[src/rtl/reorder_buffer_pkg.sv]
// reorder_buffer_pkg: ROB geometry and instruction type codes shared with RS, LSB and issue unit
`timescale 1ns/1ps
package reorder_buffer_pkg;
    localparam int ROB_LOG = 4;
    localparam int ROB_SIZE = 2**ROB_LOG;
    localparam logic [ROB_LOG:0] ROB_FULL_CNT = ROB_SIZE[ROB_LOG:0];
    localparam logic [1:0] ROB_ALU = 2'd0;
    localparam logic [1:0] ROB_BR = 2'd1;
    localparam logic [1:0] ROB_ST = 2'd2;
    localparam logic [1:0] ROB_JMP = 2'd3;
    function automatic logic writes_rd(input logic [1:0] t);
        return t == ROB_ALU || t == ROB_JMP;
    endfunction
    function automatic logic may_redirect(input logic [1:0] t);
        return t == ROB_BR || t == ROB_JMP;
    endfunction
endpackage

[src/rtl/reorder_buffer.sv]
// reorder_buffer: circular in-order retirement queue of the Tomasulo core
// Ports:
//   clk, rst_n (async, active-low), rdy (global stall, low = hold everything)
//   issue_*  : allocation request; issue_RobId/rob_full are combinational from tail/count
//   cdb_*    : result broadcast that marks an entry ready
//   commit_* : one-cycle retire pulse for entries that write rd (ALU/LOAD, JUMP)
//   store_*  : one-cycle release pulse for a STORE reaching the head
//   jump_*   : one-cycle flush pulse with redirect PC on a mispredicted retire
`timescale 1ns/1ps
module reorder_buffer
    import reorder_buffer_pkg::*;
(
    input  logic               clk,
    input  logic               rst_n,
    input  logic               rdy,
    input  logic               issue_valid,
    input  logic [1:0]         issue_type,
    input  logic [4:0]         issue_rd,
    input  logic [31:0]        issue_pc,
    output logic [ROB_LOG-1:0] issue_RobId,
    output logic               rob_full,
    input  logic               cdb_valid,
    input  logic [ROB_LOG-1:0] cdb_RobId,
    input  logic [31:0]        cdb_value,
    input  logic               cdb_mispredict,
    input  logic [31:0]        cdb_next_pc,
    output logic               commit_valid,
    output logic [4:0]         commit_dest,
    output logic [31:0]        commit_value,
    output logic [ROB_LOG-1:0] commit_RobId,
    output logic               store_commit,
    output logic [ROB_LOG-1:0] store_RobId,
    output logic               jump_flag,
    output logic [31:0]        jump_pc
);
    logic [ROB_LOG-1:0] r_head, r_tail;
    logic [ROB_LOG:0]   r_count;
    logic [ROB_SIZE-1:0] r_busy, r_ready, r_mis;
    logic [1:0]  r_type  [ROB_SIZE];
    logic [4:0]  r_rd    [ROB_SIZE];
    logic [31:0] r_value [ROB_SIZE];
    logic [31:0] r_npc   [ROB_SIZE];
    logic [31:0] r_pc    [ROB_SIZE];
    logic w_alloc, w_retire, w_cdb_hit, w_jump;
    assign issue_RobId = r_tail;
    assign rob_full = r_count == ROB_FULL_CNT;
    // jump_flag high means this edge is the flush edge: nothing else may touch state
    assign w_retire = r_busy[r_head] & r_ready[r_head] & ~jump_flag;
    assign w_alloc = issue_valid & ~rob_full & ~jump_flag;
    assign w_cdb_hit = cdb_valid & r_busy[cdb_RobId] & ~jump_flag;
    assign w_jump = w_retire & r_mis[r_head] & may_redirect(r_type[r_head]);
    always_ff @(posedge clk or negedge rst_n) begin
        if (!rst_n) begin
            r_head <= '0;
            r_tail <= '0;
            r_count <= '0;
            r_busy <= '0;
            r_ready <= '0;
            commit_valid <= 1'b0;
            commit_dest <= '0;
            commit_value <= '0;
            commit_RobId <= '0;
            store_commit <= 1'b0;
            store_RobId <= '0;
            jump_flag <= 1'b0;
            jump_pc <= '0;
        end else if (rdy) begin
            commit_valid <= w_retire & writes_rd(r_type[r_head]);
            store_commit <= w_retire & (r_type[r_head] == ROB_ST);
            jump_flag <= w_jump;
            if (w_retire) begin
                commit_dest <= r_rd[r_head];
                commit_value <= r_value[r_head];
                commit_RobId <= r_head;
                store_RobId <= r_head;
                // without a redirect the fall-through PC is the natural next fetch address
                jump_pc <= w_jump ? r_npc[r_head] : r_pc[r_head] + 32'd4;
            end
            if (jump_flag) begin
                r_head <= '0;
                r_tail <= '0;
                r_count <= '0;
                r_busy <= '0;
                r_ready <= '0;
            end else begin
                if (w_cdb_hit) r_ready[cdb_RobId] <= 1'b1;
                if (w_retire) begin
                    r_busy[r_head] <= 1'b0;
                    r_ready[r_head] <= 1'b0;
                    r_head <= r_head + 1'b1;
                end
                if (w_alloc) begin
                    r_busy[r_tail] <= 1'b1;
                    r_ready[r_tail] <= 1'b0;
                    r_tail <= r_tail + 1'b1;
                end
                r_count <= r_count + {{ROB_LOG{1'b0}}, w_alloc} - {{ROB_LOG{1'b0}}, w_retire};
            end
        end
    end
    // payload fields need no reset: busy/ready gate every use of them
    always_ff @(posedge clk) begin
        if (rdy) begin
            if (w_cdb_hit) begin
                r_value[cdb_RobId] <= cdb_value;
                r_mis[cdb_RobId] <= cdb_mispredict;
                r_npc[cdb_RobId] <= cdb_next_pc;
            end
            if (w_alloc) begin
                r_type[r_tail] <= issue_type;
                r_rd[r_tail] <= issue_rd;
                r_pc[r_tail] <= issue_pc;
            end
        end
    end
endmodule

[config.mk]
export PLATFORM = sky130hd
export DESIGN_NAME = reorder_buffer
export DESIGN_NICKNAME = d
export VERILOG_FILES = /design/src/rtl/reorder_buffer_pkg.sv /design/src/rtl/reorder_buffer.sv
export SDC_FILE = /design/constraint.sdc
export NUM_CORES = 2
export LEC_CHECK = 0
export CAP_MARGIN = 5
export CORE_AREA = 8 8 555 339
export CTS_CLUSTER_SIZE = 16
export DETAILED_ROUTE_END_ITERATION = 6
export DIE_AREA = 0 0 563 347
export HOLD_SLACK_MARGIN = 0.05
export SLEW_MARGIN = 10
export SYNTH_ARGS = -nofsm -noshare
export SYNTH_HDL_FRONTEND = slang
export SYNTH_SLANG_ARGS = --single-unit
[constraint.sdc]
create_clock -name clk -period 8.4 [get_ports clk]
set_clock_uncertainty 0.2 [all_clocks]
set_input_delay 2.1 -clock clk [delete_from_list [all_inputs] [get_ports clk]]
set_output_delay 2.1 -clock clk [all_outputs]
set_load 0.05 [all_outputs]
# After elaboration in Yosys (flattened, before gate mapping)
# Memory sizes are Yosys's and may differ from the RTL's. A register that Yosys moved wholly into a read port is not among the register bits.
# Index checks and enable logic that the tools add are counted.
# op_classes
reduce_logical	14
eq_ne	4
order_cmp	6
multipliers	0
addsub	5
n_div	0
muxes	40
bitwise	19
shift	0
# op_table
op	n
2-to-1 mux 16 bit	13
AND 16 bit	3
adder 32 x 3 -> 32 bit, second input constant	1
2-to-1 mux 32 bit	1
NOT 16 bit	2
bitwise OR 16 bit	2
binary-select mux 1 bit (select 4 bit)	4
bitwise mux 16 bit	1
2-to-1 mux 4 bit	4
< comparator 4 x 5 -> 1 bit, second input constant	3
2-to-1 mux 1 bit	13
demux 1 bit (select 4 bit)	3
>= comparator 4 x 1 -> 1 bit, second input constant	3
AND 1 bit	10
adder 4 x 1 -> 4 bit, second input constant	2
AND reduction 2 bit	4
adder 5 x 1 -> 5 bit	1
== test 5 bit, second input constant	1
2-to-1 mux 5 bit	1
subtractor 5 x 1 -> 5 bit	1
== test 2 bit, second input constant	2
nonzero test 2 bit	2
logical AND 1 bit	3
== test 2 x 1 -> 1 bit, second input constant	1
other kinds (4)	7
# word_totals
in_bits	113
out_inout_bits	85
word_cells	104
latchBits	0
ff_bits	100
romBits	0
n_memories	5
mem_bits_rw	1648
# mem_list
memory	depth	width	rd	rd_ports_with_merged_regs	wr	line_no	rtl
r_npc	16	32	1	0	1	reorder_buffer.sv:42	logic [31:0] r_npc [ROB_SIZE];
r_pc	16	32	1	0	1	reorder_buffer.sv:43	logic [31:0] r_pc [ROB_SIZE];
r_value	16	32	1	1	1	reorder_buffer.sv:41	logic [31:0] r_value [ROB_SIZE];
r_rd	16	5	1	1	1	reorder_buffer.sv:40	logic [4:0] r_rd [ROB_SIZE];
r_type	16	2	1	0	1	reorder_buffer.sv:39	logic [1:0] r_type [ROB_SIZE];

# Longest topological paths before layout
# logic_depth
ltp_word	15
mapped_depth	23
mapped_depth_nobuf	20

# Least setup slack after synthesis
# Ideal clock, no wire load.
# synth_path
path_type	input port to flip-flop
from	input port cdb_RobId[0]
to	register r_mis[13], enable pin
path_buffers	1
setup_ps	489
required_ps	7711
path_slack_ps	1448
t_arrival_ps	6263
cell_stages	7
cell_sequence	clkbuf_1 -> mux4_2 -> mux4_2 -> and3_1 -> nand2_1 -> or2_2 -> nor2_1
# synth_via
elab_chain_cells	5
# synth_rtl
element	line_no	rtl
from (decl)	reorder_buffer.sv:23	input logic [ROB_LOG-1:0] cdb_RobId,
binary-select mux 1 bit (select 4 bit)	reorder_buffer.sv:50	assign w_cdb_hit = cdb_valid & r_busy[cdb_RobId] & ~jump_flag;
2-to-1 mux 1 bit (not written as such)	reorder_buffer.sv:50	
AND 1 bit (2 in series)	reorder_buffer.sv:50	
AND reduction 2 bit (no line)	--	
to (signal, indexed assignment)	reorder_buffer.sv:106	r_mis[cdb_RobId] <= cdb_mispredict;
to (decl)	reorder_buffer.sv:38	logic [ROB_SIZE-1:0] r_busy, r_ready, r_mis;
# Every way passes these cells. The select of a mux whose other input is x is not followed.
# A chain may end at the register's enable or synchronous reset.

# Final worst setup path
# layout_path
from	input port cdb_RobId[0]
to	memory r_npc[5][6], enable pin
# layout_via
elab_chain_cells	7
# layout_rtl
element	line_no	rtl
binary-select mux 1 bit (select 4 bit)	reorder_buffer.sv:50	
2-to-1 mux 1 bit (not written as such)	reorder_buffer.sv:50	
AND 1 bit (2 in series)	reorder_buffer.sv:50	
2-to-1 mux 1 bit	reorder_buffer.sv:104	if (w_cdb_hit) begin
2-to-1 mux 1 bit	reorder_buffer.sv:103	if (rdy) begin
2-to-1 mux 1 bit (not written as such)	reorder_buffer.sv:107	r_npc[cdb_RobId] <= cdb_next_pc;
to (decl)	reorder_buffer.sv:42	
# Parallel ways exist; a longest one is shown, timed or not. The select of a mux whose other input is x is not followed.

==> impl_metrics.csv <==
group,metric,value,unit
outcome,status,"completed",
synth,yosys_warnings,0,
detailed_routing,drt_iter0_drc,4054,
final_layout,layout_commonest_cell,"edfxtp_1",
synth,ys_seq_area_share,76.2,%
die,placementRows,121,
final_layout,drive_gt1_share,23.0,%
setup_path,critPathKind,"in2reg",
timing,tns,0,ns
clocking,hold_buffers,0,
final_layout,stdcell_count,5982,
pwr,ir_drop,0.284,mV
timing,max_freq,0.175,GHz
setup_path,crit_start,"cdb_RobId[0]",
detailed_routing,drc,0,
clocking,clkTransAtPathRegs,0.07,ns
setup_path,reg2reg_depth,10,
clocking,htreeDepth,4,
clocking,cts_inserted_buffers,164,
detailed_routing,wirelength,174000,um
min_path,hold_end,"commit_value[4]",
synth,syn_nets,3309,
setup_path,end_kind,"flip-flop",
setup_path,worstPathArrival,5.94,ns
synth,syn_area,69500,um^2
clocking,cts_resized,0,
detailed_routing,wl_per_cell,29.1,um
setup_path,critical_path.max_fanout,40,
die,initial_utilization,38.6,%
timing,finalCritPeriodShare,68.1,%
setup_path,crit_path_start_kind,"primary input",
clocking,cts_root_buf,"clkbuf_16",
global_routing,grt_overflow_total,0,
die,ios,198,
global_routing,antenna_found_initial,24,
global_routing,grt.total_usage,17.6,%
timing,setup_viol,0,
synth,synthCells,3179,
timing,period_needed,5.72,ns
setup_path,rrSetupSlack,3.32,ns
pwr,leakagePower,25.0,nW
timing,slew_violations,0,
final_layout,finalInstanceArea,79700,um^2
synth,ys_ff_latch,1785,
timing,max-slew-margin-rel,20.8,%
final_layout,layout_common_cells,"1664 x edfxtp_1, 457 x mux4_2, 207 x nand2_1, 195 x clkdlybuf4s50_1, 165 x clkbuf_16",
final_layout,final.fill_count,15076,
setup_path,slowest_delay,0.81,ns
setup_path,crit-reg2reg-launch,"r_head[1]",
placement,place.gp.congestion,0.832,
die,coreArea,180000,um^2
min_path,hold_class,"reg2reg",
global_routing,grt_pass1_wl,249000,um
die,chipWidth,563,um
placement,dp_hpwl,103000,um
placement,io_buffers,197,
clocking,clock_latency,0.82,ns
clocking,cts_sinks,1785,
setup_path,cp.required,8.62,ns
setup_path,reg2reg_to,"jump_pc[20]",
detailed_routing,viasPerCell,5.57,
synth,synth_area_per_cell,21.9,um^2
clocking,cts_tree,"yes",
global_routing,grt_pass1_vias,33060,
global_routing,grt_max_degree,129,
synth,synthArstFlopShare,6.78,%
detailed_routing,num_vias,33349,
setup_path,critical_path.slowest_cell,"nor2_4",
synth,synth_edf_count,1664,
setup_path,path_cells,"clkdlybuf4s50_1 > mux4_2 > mux4_2 > and3_1 > nand2_1 > or2_2 > nor2_4 > buf_4",
timing,hold_violations,0,
detailed_routing,drt-pass1-iter-count,6,
detailed_routing,antenna_left,0,
placement,dp.cells,5671,
timing,rsz0062_at_grt,"false",
setup_path,critPathMostFrequentCell,"mux4_2",
final_layout,area_delta_synth_final,14.6,%
pwr,power,24.6,mW
synth,synth_cell_types,64,
timing,worst_pin_slew,1.18,ns
placement,placed_cell_area,74300,um^2
die,die-area,195000,um^2
flow_run,cap_violations,0,
min_path,hold_depth,2,
clocking,post_cts_buffers,0,
die,die_y,347,um
clocking,clock_path_buffers,3,
synth,synth_flop_cell,"edfxtp_1",
min_path,min_from,"commit_value[4]",
pwr,power_density,309,nW/um^2
final_layout,nNetsFinal,3569,
## report_power, final
group	switching (mW)	internal, mW
Sequential	0.400	10.1
Clock	3.38	4.10
Combinational	3.86	2.74
## flip-flops by register name, summed over array words and instances, names as in the netlist
signal / count
r_npc: 512
r_pc: 512
r_value: 512
r_rd: 80
commit_value: 32
jump_pc: 32
r_type: 32
r_busy: 16
r_mis: 16
r_ready: 16
commit_dest: 5
r_count: 5
issue_RobId: 4
r_head: 4
store_RobId: 4
commit_valid: 1
jump_flag: 1
store_commit: 1
## worst max-delay path, delay by kind of cell
family | cells | cell delay [ns]
buffers and inverters | 2 | 1.47
multiplexers | 2 | 0.72
AND/OR/NAND/NOR | 4 | 1.53
## kinds of logic (layout without fill, tap and decap cells)
kind of cell             after synthesis  after routing  share of synthesized area [%]
other                                  0              9                              0
AO/OA/AOI/OAI                        240            240                           2.24
XOR/XNOR                              27             27                          0.340
multiplexers                         506            506                           16.5
flip-flops                          1785           1785                           76.2
adder cells (fa/ha/maj)               17             17                          0.317
AND/OR/NAND/NOR                      400            400                           2.59
buffers and inverters                204            600                           1.72
## area by class of cell
cell class / instances / area (um^2) / share of cell area, %
Sequential cell: 1785 / 53000 / 66.5
Multi-Input combinational cell: 1190 / 15600 / 19.6
Clock buffer: 208 / 4320 / 5.42
Tap cell: 2398 / 3000 / 3.77
Timing Repair Buffer: 269 / 2570 / 3.23
Clock inverter: 94 / 1030 / 1.30
Inverter: 29 / 109 / 0.137
Antenna cell: 9 / 22.5 / 0.0283
## cell usage after synthesis, types with 6 or more instances
master    instances  area share [%]
buf_4            23            0.25
nor2_1           75            0.41
o22ai_1          24            0.22
clkbuf_1         63            0.34
inv_1            28            0.15
buf_1            15           0.081
edfxtp_1       1664              72
xor2_1           19            0.24
o221ai_1         11            0.14
buf_2            44            0.32
nor2b_1          10           0.090
mux4_1           44             1.7
and3_1           16            0.14
ha_1             16            0.29
nand2_1         208             1.1
a31oi_1           8           0.072
nand3_1          24            0.17
nor3_1            7           0.050
mux4_2          457              15
nand4_1          14            0.13
a21o_1           13            0.14
dfrtp_1         121             4.4
xnor2_1           8            0.10
buf_6            17            0.28
nand2b_1         19            0.17
a21oi_1          58            0.42
buf_12            6            0.17
o21ai_0          43            0.31
a22oi_1          52            0.56
## worst max path at each step
stage                         endpoint  slack, ns  cells past startpoint
after floorplan              r_mis[13]       1.45                      7
after global placement    r_npc[5][18]       1.85                      8
after detailed placement  r_npc[5][18]       1.85                      8
after CTS                  r_npc[5][6]       2.69                      8
after global routing      r_npc[5][17]       2.57                      8
final                      r_npc[5][6]       2.68                      8
## per-stage QoR
stage / hold slack (ns) / util [%] / setup slack, ns
6_report: 0.278 / 44.3 / 2.68
5_1_grt: 0.298 / 44.3 / 2.57
4_1_cts: 0.285 / 44.3 / 2.69
3_5_place_dp: 0.266 / 41.3 / 1.85
3_3_place_gp: 0.264 / 41.3 / 1.85
2_1_floorplan: 0.259 / - / 1.45
## layer usage
metal / share of wire [%] / track usage, % / up-vias
li1: - / - / 13818
met1: 46 / 27.0 / 17982
met2: 43 / 24.5 / 1317
met3: 9.3 / 5.22 / 218
met4: 1.7 / 4.03 / 14
met5: 0.052 / 0 / -
No activity file was read; power rests on OpenSTA's default activity.
